<file path="config.mk">
export PLATFORM = sky130hd
export DESIGN_NAME = multicycle_main_fsm_flat
export DESIGN_NICKNAME = d
export VERILOG_FILES = /design/src/rtl/multicycle_main_fsm_pkg.sv /design/src/rtl/multicycle_main_fsm_if.sv /design/src/rtl/multicycle_main_fsm_imm_src_decoder.sv /design/src/rtl/multicycle_main_fsm.sv /design/src/flat_wrapper.sv
export SDC_FILE = /design/constraint.sdc
export NUM_CORES = 1
export LEC_CHECK = 0
export BUFFER_PORTS_ARGS = -buffer_cell sky130_fd_sc_hd__buf_2
export CAP_MARGIN = 20
export CORE_AREA = 2 2 39 41
export CTS_CLUSTER_SIZE = 14
export DETAILED_ROUTE_END_ITERATION = 12
export DIE_AREA = 0 0 41 43
export GPL_TIMING_DRIVEN = 1
export PLACE_DENSITY = 0.7
export SLEW_MARGIN = 0
export SYNTH_ARGS = -nofsm -noshare
export SYNTH_HDL_FRONTEND = slang
export SYNTH_SLANG_ARGS = --single-unit
</file>
<file path="constraint.sdc">
create_clock -name clk -period 3.3 [get_ports clk]
set_input_delay 0.165 -clock clk [delete_from_list [all_inputs] [get_ports clk]]
set_output_delay 0.165 -clock clk [all_outputs]
set_load 0.01 [all_outputs]
</file>
<file path="src/rtl/multicycle_main_fsm_pkg.sv">
// Shared constants for the multicycle RISC-V control path: opcodes, ALUOp codes,
// main-FSM state encodings and the bundled control word.
package multicycle_main_fsm_pkg;

    localparam logic [6:0] OP_LW  = 7'b0000011;
    localparam logic [6:0] OP_SW  = 7'b0100011;
    localparam logic [6:0] OP_R   = 7'b0110011;
    localparam logic [6:0] OP_I   = 7'b0010011;
    localparam logic [6:0] OP_JAL = 7'b1101111;
    localparam logic [6:0] OP_BEQ = 7'b1100011;

    localparam logic [1:0] ALUOP_ADD   = 2'b00;
    localparam logic [1:0] ALUOP_SUB   = 2'b01;
    localparam logic [1:0] ALUOP_FUNCT = 2'b10;

    localparam logic [1:0] IMM_I = 2'b00;
    localparam logic [1:0] IMM_S = 2'b01;
    localparam logic [1:0] IMM_B = 2'b10;
    localparam logic [1:0] IMM_J = 2'b11;

    typedef enum logic [3:0] {
        S_FETCH    = 4'd0,
        S_DECODE   = 4'd1,
        S_MEMADR   = 4'd2,
        S_MEMREAD  = 4'd3,
        S_MEMWB    = 4'd4,
        S_MEMWRITE = 4'd5,
        S_EXECUTER = 4'd6,
        S_EXECUTEI = 4'd7,
        S_ALUWB    = 4'd8,
        S_BEQ      = 4'd9,
        S_JAL      = 4'd10
    } state_e;

    // Per-state control word; pc_update and branch never leave the FSM directly.
    typedef struct packed {
        logic       pc_update;
        logic       branch;
        logic       adr_src;
        logic       mem_write;
        logic       ir_write;
        logic       reg_write;
        logic [1:0] result_src;
        logic [1:0] alu_src_a;
        logic [1:0] alu_src_b;
        logic [1:0] alu_op;
    } ctrl_t;

endpackage

</file>
<file path="src/rtl/multicycle_main_fsm_if.sv">
// Control bundle between the main FSM (slave side) and the datapath (master side).
interface multicycle_main_fsm_if;

    logic [6:0] op;
    logic       zero;
    logic       pc_write;
    logic       adr_src;
    logic       mem_write;
    logic       ir_write;
    logic       reg_write;
    logic [1:0] result_src;
    logic [1:0] alu_src_a;
    logic [1:0] alu_src_b;
    logic [1:0] alu_op;
    logic [1:0] imm_src;

    modport master (
        output op, zero,
        input  pc_write, adr_src, mem_write, ir_write, reg_write,
               result_src, alu_src_a, alu_src_b, alu_op, imm_src
    );

    modport slave (
        input  op, zero,
        output pc_write, adr_src, mem_write, ir_write, reg_write,
               result_src, alu_src_a, alu_src_b, alu_op, imm_src
    );

endinterface

</file>
<file path="src/rtl/multicycle_main_fsm_imm_src_decoder.sv">
// Opcode -> immediate format select; shared with the pipelined core's decoder.
module imm_src_decoder
    import multicycle_main_fsm_pkg::*;
(
    input  logic [6:0] op_i,
    output logic [1:0] imm_src_o
);

    always_comb begin
        // NOTE: the default ahead of the case keeps every path assigned, so no latch is inferred.
        imm_src_o = IMM_I;
        case (op_i)
            OP_SW:   imm_src_o = IMM_S;
            OP_BEQ:  imm_src_o = IMM_B;
            OP_JAL:  imm_src_o = IMM_J;
            default: imm_src_o = IMM_I;
        endcase
    end

endmodule

</file>
<file path="src/rtl/multicycle_main_fsm.sv">
// Moore main controller of the multicycle core: sequences Fetch/Decode/Execute/
// Memory/Writeback and drives datapath selects and write enables.
module multicycle_main_fsm
    import multicycle_main_fsm_pkg::*;
(
    input  logic                 clk,
    input  logic                 reset,
    multicycle_main_fsm_if.slave bus
);

    state_e state_q;
    state_e state_d;
    ctrl_t  ctrl;

    always_ff @(posedge clk or posedge reset) begin
        // NOTE: state registers use non-blocking assignment so every flop samples pre-edge values.
        if (reset) state_q <= S_FETCH;
        else       state_q <= state_d;
    end

    always_comb begin
        state_d = S_FETCH;
        ctrl    = '0;
        case (state_q)
            S_FETCH: begin
                ctrl.ir_write   = 1'b1;
                ctrl.pc_update  = 1'b1;
                ctrl.alu_src_b  = 2'b10;
                ctrl.result_src = 2'b10;
                state_d         = S_DECODE;
            end
            S_DECODE: begin
                ctrl.alu_src_a = 2'b01;
                ctrl.alu_src_b = 2'b01;
                case (bus.op)
                    OP_LW, OP_SW: state_d = S_MEMADR;
                    OP_R:         state_d = S_EXECUTER;
                    OP_I:         state_d = S_EXECUTEI;
                    OP_JAL:       state_d = S_JAL;
                    OP_BEQ:       state_d = S_BEQ;
                    default:      state_d = S_FETCH;
                endcase
            end
            S_MEMADR: begin
                ctrl.alu_src_a = 2'b10;
                ctrl.alu_src_b = 2'b01;
                state_d        = (bus.op == OP_LW) ? S_MEMREAD : S_MEMWRITE;
            end
            S_MEMREAD: begin
                ctrl.adr_src = 1'b1;
                state_d      = S_MEMWB;
            end
            S_MEMWB: begin
                ctrl.result_src = 2'b01;
                ctrl.reg_write  = 1'b1;
            end
            S_MEMWRITE: begin
                ctrl.adr_src   = 1'b1;
                ctrl.mem_write = 1'b1;
            end
            S_EXECUTER: begin
                ctrl.alu_src_a = 2'b10;
                ctrl.alu_op    = ALUOP_FUNCT;
                state_d        = S_ALUWB;
            end
            S_EXECUTEI: begin
                ctrl.alu_src_a = 2'b10;
                ctrl.alu_src_b = 2'b01;
                ctrl.alu_op    = ALUOP_FUNCT;
                state_d        = S_ALUWB;
            end
            S_ALUWB: begin
                ctrl.reg_write = 1'b1;
            end
            S_BEQ: begin
                ctrl.alu_src_a = 2'b10;
                ctrl.alu_op    = ALUOP_SUB;
                ctrl.branch    = 1'b1;
            end
            S_JAL: begin
                ctrl.alu_src_a = 2'b01;
                ctrl.alu_src_b = 2'b10;
                ctrl.pc_update = 1'b1;
                state_d        = S_ALUWB;
            end
            default: state_d = S_FETCH;
        endcase
    end

    // Reset already parks the state in FETCH; the enables are masked so nothing commits meanwhile.
    assign bus.pc_write   = ~reset & (ctrl.pc_update | (ctrl.branch & bus.zero));
    assign bus.ir_write   = ~reset & ctrl.ir_write;
    assign bus.reg_write  = ~reset & ctrl.reg_write;
    assign bus.mem_write  = ~reset & ctrl.mem_write;
    assign bus.adr_src    = ctrl.adr_src;
    assign bus.result_src = ctrl.result_src;
    assign bus.alu_src_a  = ctrl.alu_src_a;
    assign bus.alu_src_b  = ctrl.alu_src_b;
    assign bus.alu_op     = ctrl.alu_op;

    imm_src_decoder u_imm_src_decoder (
        .op_i      (bus.op),
        .imm_src_o (bus.imm_src)
    );

endmodule

</file>
<file path="src/flat_wrapper.sv">
// flat-port wrapper written by rule: the top's interface ports become plain ports
module multicycle_main_fsm_flat import multicycle_main_fsm_pkg::*;
  (clk, reset, bus_op, bus_zero, bus_pc_write, bus_adr_src, bus_mem_write, bus_ir_write, bus_reg_write, bus_result_src, bus_alu_src_a, bus_alu_src_b, bus_alu_op, bus_imm_src);
  multicycle_main_fsm_if bus_i ();
  input  logic clk;
  input  logic reset;
  input wire logic [$bits(bus_i.op)-1:0] bus_op;
  input wire logic [$bits(bus_i.zero)-1:0] bus_zero;
  output wire logic [$bits(bus_i.pc_write)-1:0] bus_pc_write;
  output wire logic [$bits(bus_i.adr_src)-1:0] bus_adr_src;
  output wire logic [$bits(bus_i.mem_write)-1:0] bus_mem_write;
  output wire logic [$bits(bus_i.ir_write)-1:0] bus_ir_write;
  output wire logic [$bits(bus_i.reg_write)-1:0] bus_reg_write;
  output wire logic [$bits(bus_i.result_src)-1:0] bus_result_src;
  output wire logic [$bits(bus_i.alu_src_a)-1:0] bus_alu_src_a;
  output wire logic [$bits(bus_i.alu_src_b)-1:0] bus_alu_src_b;
  output wire logic [$bits(bus_i.alu_op)-1:0] bus_alu_op;
  output wire logic [$bits(bus_i.imm_src)-1:0] bus_imm_src;
  assign bus_i.op = bus_op;
  assign bus_i.zero = bus_zero;
  assign bus_pc_write = bus_i.pc_write;
  assign bus_adr_src = bus_i.adr_src;
  assign bus_mem_write = bus_i.mem_write;
  assign bus_ir_write = bus_i.ir_write;
  assign bus_reg_write = bus_i.reg_write;
  assign bus_result_src = bus_i.result_src;
  assign bus_alu_src_a = bus_i.alu_src_a;
  assign bus_alu_src_b = bus_i.alu_src_b;
  assign bus_alu_op = bus_i.alu_op;
  assign bus_imm_src = bus_i.imm_src;
  multicycle_main_fsm u_core (.clk(clk), .reset(reset), .bus(bus_i));
endmodule
</file>
**Yosys cells after proc, flatten, opt, wreduce, memory -nomap -nowiden**

Index checks and enable logic that the tools add are counted.

- Reductions and logical operators: 10
- Equality and inequality tests: 16
- Bitwise logic cells: 7
- Mux-type cells: 14

Operators with widths:

| cell | number |
|---|---|
| 4-bit one-hot mux with 5 select lines | 2 |
| 4-bit by 3-bit == test with 1-bit output, second input constant | 4 |
| 2-bit one-hot mux with 2 select lines | 4 |
| 7-bit by 6-bit == test with 1-bit output, second input constant | 2 |
| 7-bit == test, second input constant | 2 |
| 4-bit == test, second input constant | 3 |
| 2-bit OR reduction | 6 |
| 4-bit by 2-bit == test with 1-bit output, second input constant | 2 |
| 7-bit by 2-bit == test with 1-bit output, second input constant | 1 |
| 7-bit by 5-bit == test with 1-bit output, second input constant | 1 |
| 1-bit 2-to-1 mux | 6 |
| 2-bit one-hot mux with 3 select lines | 1 |
| 3-bit OR reduction | 2 |
| 1-bit bitwise AND | 5 |
| 4-bit by 1-bit == test with 1-bit output, second input constant | 1 |
| 4-bit zero test | 1 |
| 4-bit OR reduction | 1 |
| 3-bit 2-to-1 mux | 1 |
| 1-bit inverter | 1 |
| 1-bit bitwise OR | 1 |

- Input bits: 10
- Register bits: 4

**Logic depth before layout (Yosys ltp)**

- Word-level depth: 5
- Gate-level depth with buffers: 4
- Mapped depth without buffers: 3

**Modules after synthesis**

From an unflattened synthesis, not the netlist that was laid out.

- Cells, all modules: 66
- Area total of the unflattened synthesis: 516.7 um2

Modules (own cells, without submodules):

| module | area each (um2) | seq. area each (um2) | times used | cells each |
|---|---|---|---|---|
| multicycle_main_fsm | 473.0 | 100.1 | 1 | 60 |
| imm_src_decoder | 43.8 | 0.0 | 1 | 6 |

**Worst setup path before layout**

OpenSTA, ideal clock, no wires.

- Path kind: flip-flop to output port
- Start: reg u_core.state_q[3]
- End: out bus_reg_write
- Required time: 3135 ps
- Data arrival time: 1412 ps
- Setup slack: 1723 ps
- Cell stages (with the launch flop): 4
- Cell sequence: dfrtp_1 -> buf_2 -> nand2b_1 -> a2111oi_0

- Cells in the longest elaborated chain, start to end: 4
- Elaborated cells on any way between the ends: 5

Ends and longest elaborated chain:

| what | RTL line | text |
|---|---|---|
| start: declaration | multicycle_main_fsm.sv:11 | `state_e state_q;` |
| start signal: assignment | multicycle_main_fsm.sv:18 | `else state_q <= state_d;` |
| 4-bit by 3-bit == test with 1-bit output / 4-bit == test (equally long branches) | multicycle_main_fsm.sv:24 | `case (state_q)` |
| 2-bit OR reduction (no line) * | n/a |  |
| 1-bit 2-to-1 mux * | multicycle_main_fsm.sv:24 |  |
| 1-bit bitwise AND * | multicycle_main_fsm.sv:93 | `assign bus.reg_write = ~reset & ctrl.reg_write;` |
| end: declaration | flat_wrapper.sv:13 | `output wire logic [$bits(bus_i.reg_write)-1:0] bus_reg_write;` |

Mark *: on every way between the ends. The rest lies on a longest branch, timed or not.

**Final worst setup path**

- Start: reg u_core.state_q[1]
- End: out bus_pc_write

- Cells in the longest elaborated chain, start to end: 5
- Elaborated cells on any way between the ends: 9

Ends and longest elaborated chain:

| what | RTL line | text |
|---|---|---|
| 4-bit == test / 4-bit zero test (equally long branches) | multicycle_main_fsm.sv:24 |  |
| 2-bit OR reduction (no line) / 1-bit 2-to-1 mux (equally long branches) | n/a |  |
| 1-bit 2-to-1 mux / 1-bit bitwise AND (equally long branches) | multicycle_main_fsm.sv:24, multicycle_main_fsm.sv:91 |  |
| 1-bit bitwise OR * | multicycle_main_fsm.sv:91 | `assign bus.pc_write = ~reset & (ctrl.pc_update \| (ctrl.branch & bus.zero));` |
| 1-bit bitwise AND * | multicycle_main_fsm.sv:91 |  |
| end: declaration | flat_wrapper.sv:9 | `output wire logic [$bits(bus_i.pc_write)-1:0] bus_pc_write;` |

Marked as above.

==> results by group <==
Setup path
  • Kind of critical path: register to primary output
  • Worst Reg-to-Reg Cells: 3
  • Worst Path Required: 3.13 ns
  • Worst path arrival time: 1.81 ns
  • Slack of the worst reg-to-reg path: 1.67 ns
  • CP Capture Type: primary output
  • Startpoint types: register
  • Worst-path fanout max: 14

Logic synthesis
  • Sequential-to-total area share from yosys stat: 21.2%
  • Syn avg cell area: 7.63 um2
  • Synth unique cells: 34
  • Synthesized Nets: 72
  • FF+latch count, synth: 4
  • YS warnings: 0
  • Syn Inst Count: 62
  • Synthesized cell area: 473 um2

Clock tree
  • Num CTS Buffers: 3
  • CTS H-tree depth: 1
  • Clk_lat worst skew: 0.25 ns
  • CTS max path bufs: 2
  • CTS tree: done
  • # clock sinks: 4
  • Root buf cell: clkbuf_4
  • Clk slew on worst S/H paths: 0.04 ns

Floorplan
  • Rows: 14
  • Die area: 1760 um2
  • I/O pin total: 25
  • Initial Util: 34.2%
  • Die W: 41 um
  • Die Span Y: 43 um
  • Core area: 1380 um2

STA
  • Clock Skews: 0.00507 ns
  • Fmax: 0.506 GHz
  • Crit share post-route: 59.9%
  • Final hold vios: 0
  • Max-slew violations: 0
  • Post-layout minimum cycle time: 1.98 ns
  • Setup ws final: 1.32 ns
  • Least-Margin Pin Slew: 0.474 ns
  • Slew headroom: 68.4%
  • Total negative slack: 0 ns
  • Setup violators final: 0
  • Unrepaired setup endpoints after global routing: no

GRT
  • First-pass GRT wire length: 1.86 mm
  • Gr ovfl total: 0
  • Largest net degree at the start of global routing: 18
  • GRT Total Usage: 14.8%
  • Antenna violations before repair: 0
  • Vias in the first global route: 445

Place
  • DP Worst Slack: 1.59 ns
  • Routability congestion estimate: 0.787
  • Cells after DPL: 98
  • DP Wirelength: 885 um
  • Input/output buffers: 24

Final layout
  • Layout cells sized above 1: 34.9%
  • Synthesis-to-finish area growth: 32.5%
  • Nets: 98
  • Biggest register: u_core.state_q
  • Most frequent cells in the layout: buf_2, nor2_1, nor3_1
  • Final Non-Filler Cells: 102
  • Regs by FF count: u_core.state_q x4
  • Diodes inserted: 0
  • Commonest non-fill, non-tap cell in the layout: buf_2
  • Number of flip-flops under the largest register name: 4

Power and ir drop
  • Pleak: 0.305 nW
  • P per Cell Area: 466 nW/um2
  • Tot Pwr: 292 uW
  • Worst IR Drop VDD: 0.215 mV

Run status
  • Status: completed

Detailed routing
  • Wire length per cell: 11.8 um
  • Drt first pass iters: 4
  • WL final: 1.21 mm
  • Routed vias/inst: 5.30
  • Post-route antenna net violation count: 0
  • DRC Markers: 0
  • Iteration-0 DRC Markers: 10
  • Vias: 541

Hold path
  • HP Class: primary input to register
  • Hold Crit Depth: 3

Job
  • MaxCap Viol Count: 0
[cell usage after synthesis]
master | count | area (um2)
mux2i_1 | 1 | 10.0
a21o_1 | 1 | 7.51
or3_1 | 2 | 12.5
o21ai_0 | 3 | 15.0
and3_1 | 1 | 6.26
nand4bb_1 | 1 | 11.3
a22o_1 | 1 | 8.76
nand4_1 | 1 | 6.26
buf_2 | 3 | 15.0
inv_1 | 3 | 11.3
a211o_1 | 2 | 17.5
or2_2 | 1 | 6.26
nand2b_1 | 4 | 25.0
o41a_1 | 1 | 11.3
nor2b_1 | 1 | 6.26
nor3b_1 | 2 | 15.0
a21oi_2 | 1 | 8.76
nor2_1 | 7 | 26.3
nor3_1 | 5 | 25.0
xor2_1 | 2 | 17.5
clkbuf_1 | 1 | 3.75
mux2_2 | 1 | 11.3
o211a_1 | 1 | 10.0
xnor2_1 | 2 | 17.5
a211oi_1 | 1 | 7.51
or4b_1 | 1 | 10.0
nand2_1 | 1 | 3.75
nor4_1 | 1 | 6.26
a21oi_1 | 2 | 10.0
nand3_1 | 1 | 5.00
nand3b_1 | 1 | 7.51
dfrtp_1 | 4 | 100
a2111oi_0 | 1 | 8.76
or3b_1 | 1 | 8.76
[cell families (layout without fill, tap and decap cells)]
| family | after synthesis | in the layout | synth area share [%] |
|---|---|---|---|
| buffers and inverters | 7 | 31 | 6.35 |
| AND/OR/NAND/NOR | 31 | 31 | 38.4 |
| AO/OA/AOI/OAI | 14 | 14 | 22.2 |
| multiplexers | 2 | 2 | 4.50 |
| flip-flops | 4 | 4 | 21.2 |
| XOR/XNOR | 4 | 4 | 7.41 |
[path summary, 6_finish.rpt]
kind                                endpoint              start
setup / recovery                bus_pc_write  u_core.state_q[1]
hold / removal             u_core.state_q[1]          bus_op[6]
setup reg to reg           u_core.state_q[1]  u_core.state_q[0]
hold reg to reg            u_core.state_q[2]  u_core.state_q[2]
max in group asynchronous  u_core.state_q[3]              reset
min in group asynchronous  u_core.state_q[1]              reset
[worst max-delay path, stage by stage (launching register included)]
cell and delay (ns):
dfrtp_1 0.62, inv_1 0.17, or3_1 0.41, a211oi_1 0.19, buf_2 0.16
[per-layer routing]
metal  global-route usage [%]  part of all wire [%]
met1                     20.3                    48
met2                     22.8                    45
met3                        0                   5.0
met4                     8.00                   1.9
met5                        0                     0
[power by group]
group          switching [mW]  leakage, nW  internal [mW]
combinational          0.0722        0.237         0.0674
sequential             0.0303       0.0536         0.0561
clock                  0.0251       0.0138         0.0410
total                   0.128        0.305          0.165
[what timing repair did]
item / 4_1_cts / 5_1_grt
buffers inserted: 0 / 0
hold endpoints to repair: 4 / 0
setup endpoints to repair: 0 / 0
resized for setup: 0 / 0
hold buffers: 1 / 0
[metrics by stage]
stage          util (%)  hold slack [ns]  instance area [um2]
2_1_floorplan         -          -0.0689                  473
3_3_place_gp       42.9           0.0904                  594
3_5_place_dp       42.9            0.101                  594
4_1_cts            45.3            0.252                  627
5_1_grt            45.3            0.297                  627
6_report           45.3            0.259                  627
[cell type report]
type                       count  area, um2
clock buffer                   3       22.5
sequential                     4        100
inverter                       3       11.3
multi-input combinational     51        343
timing repair buffer          25        130
fill                         142        757
tap                           16       20.0
Note: power is estimated with default switching activity, not from simulation.
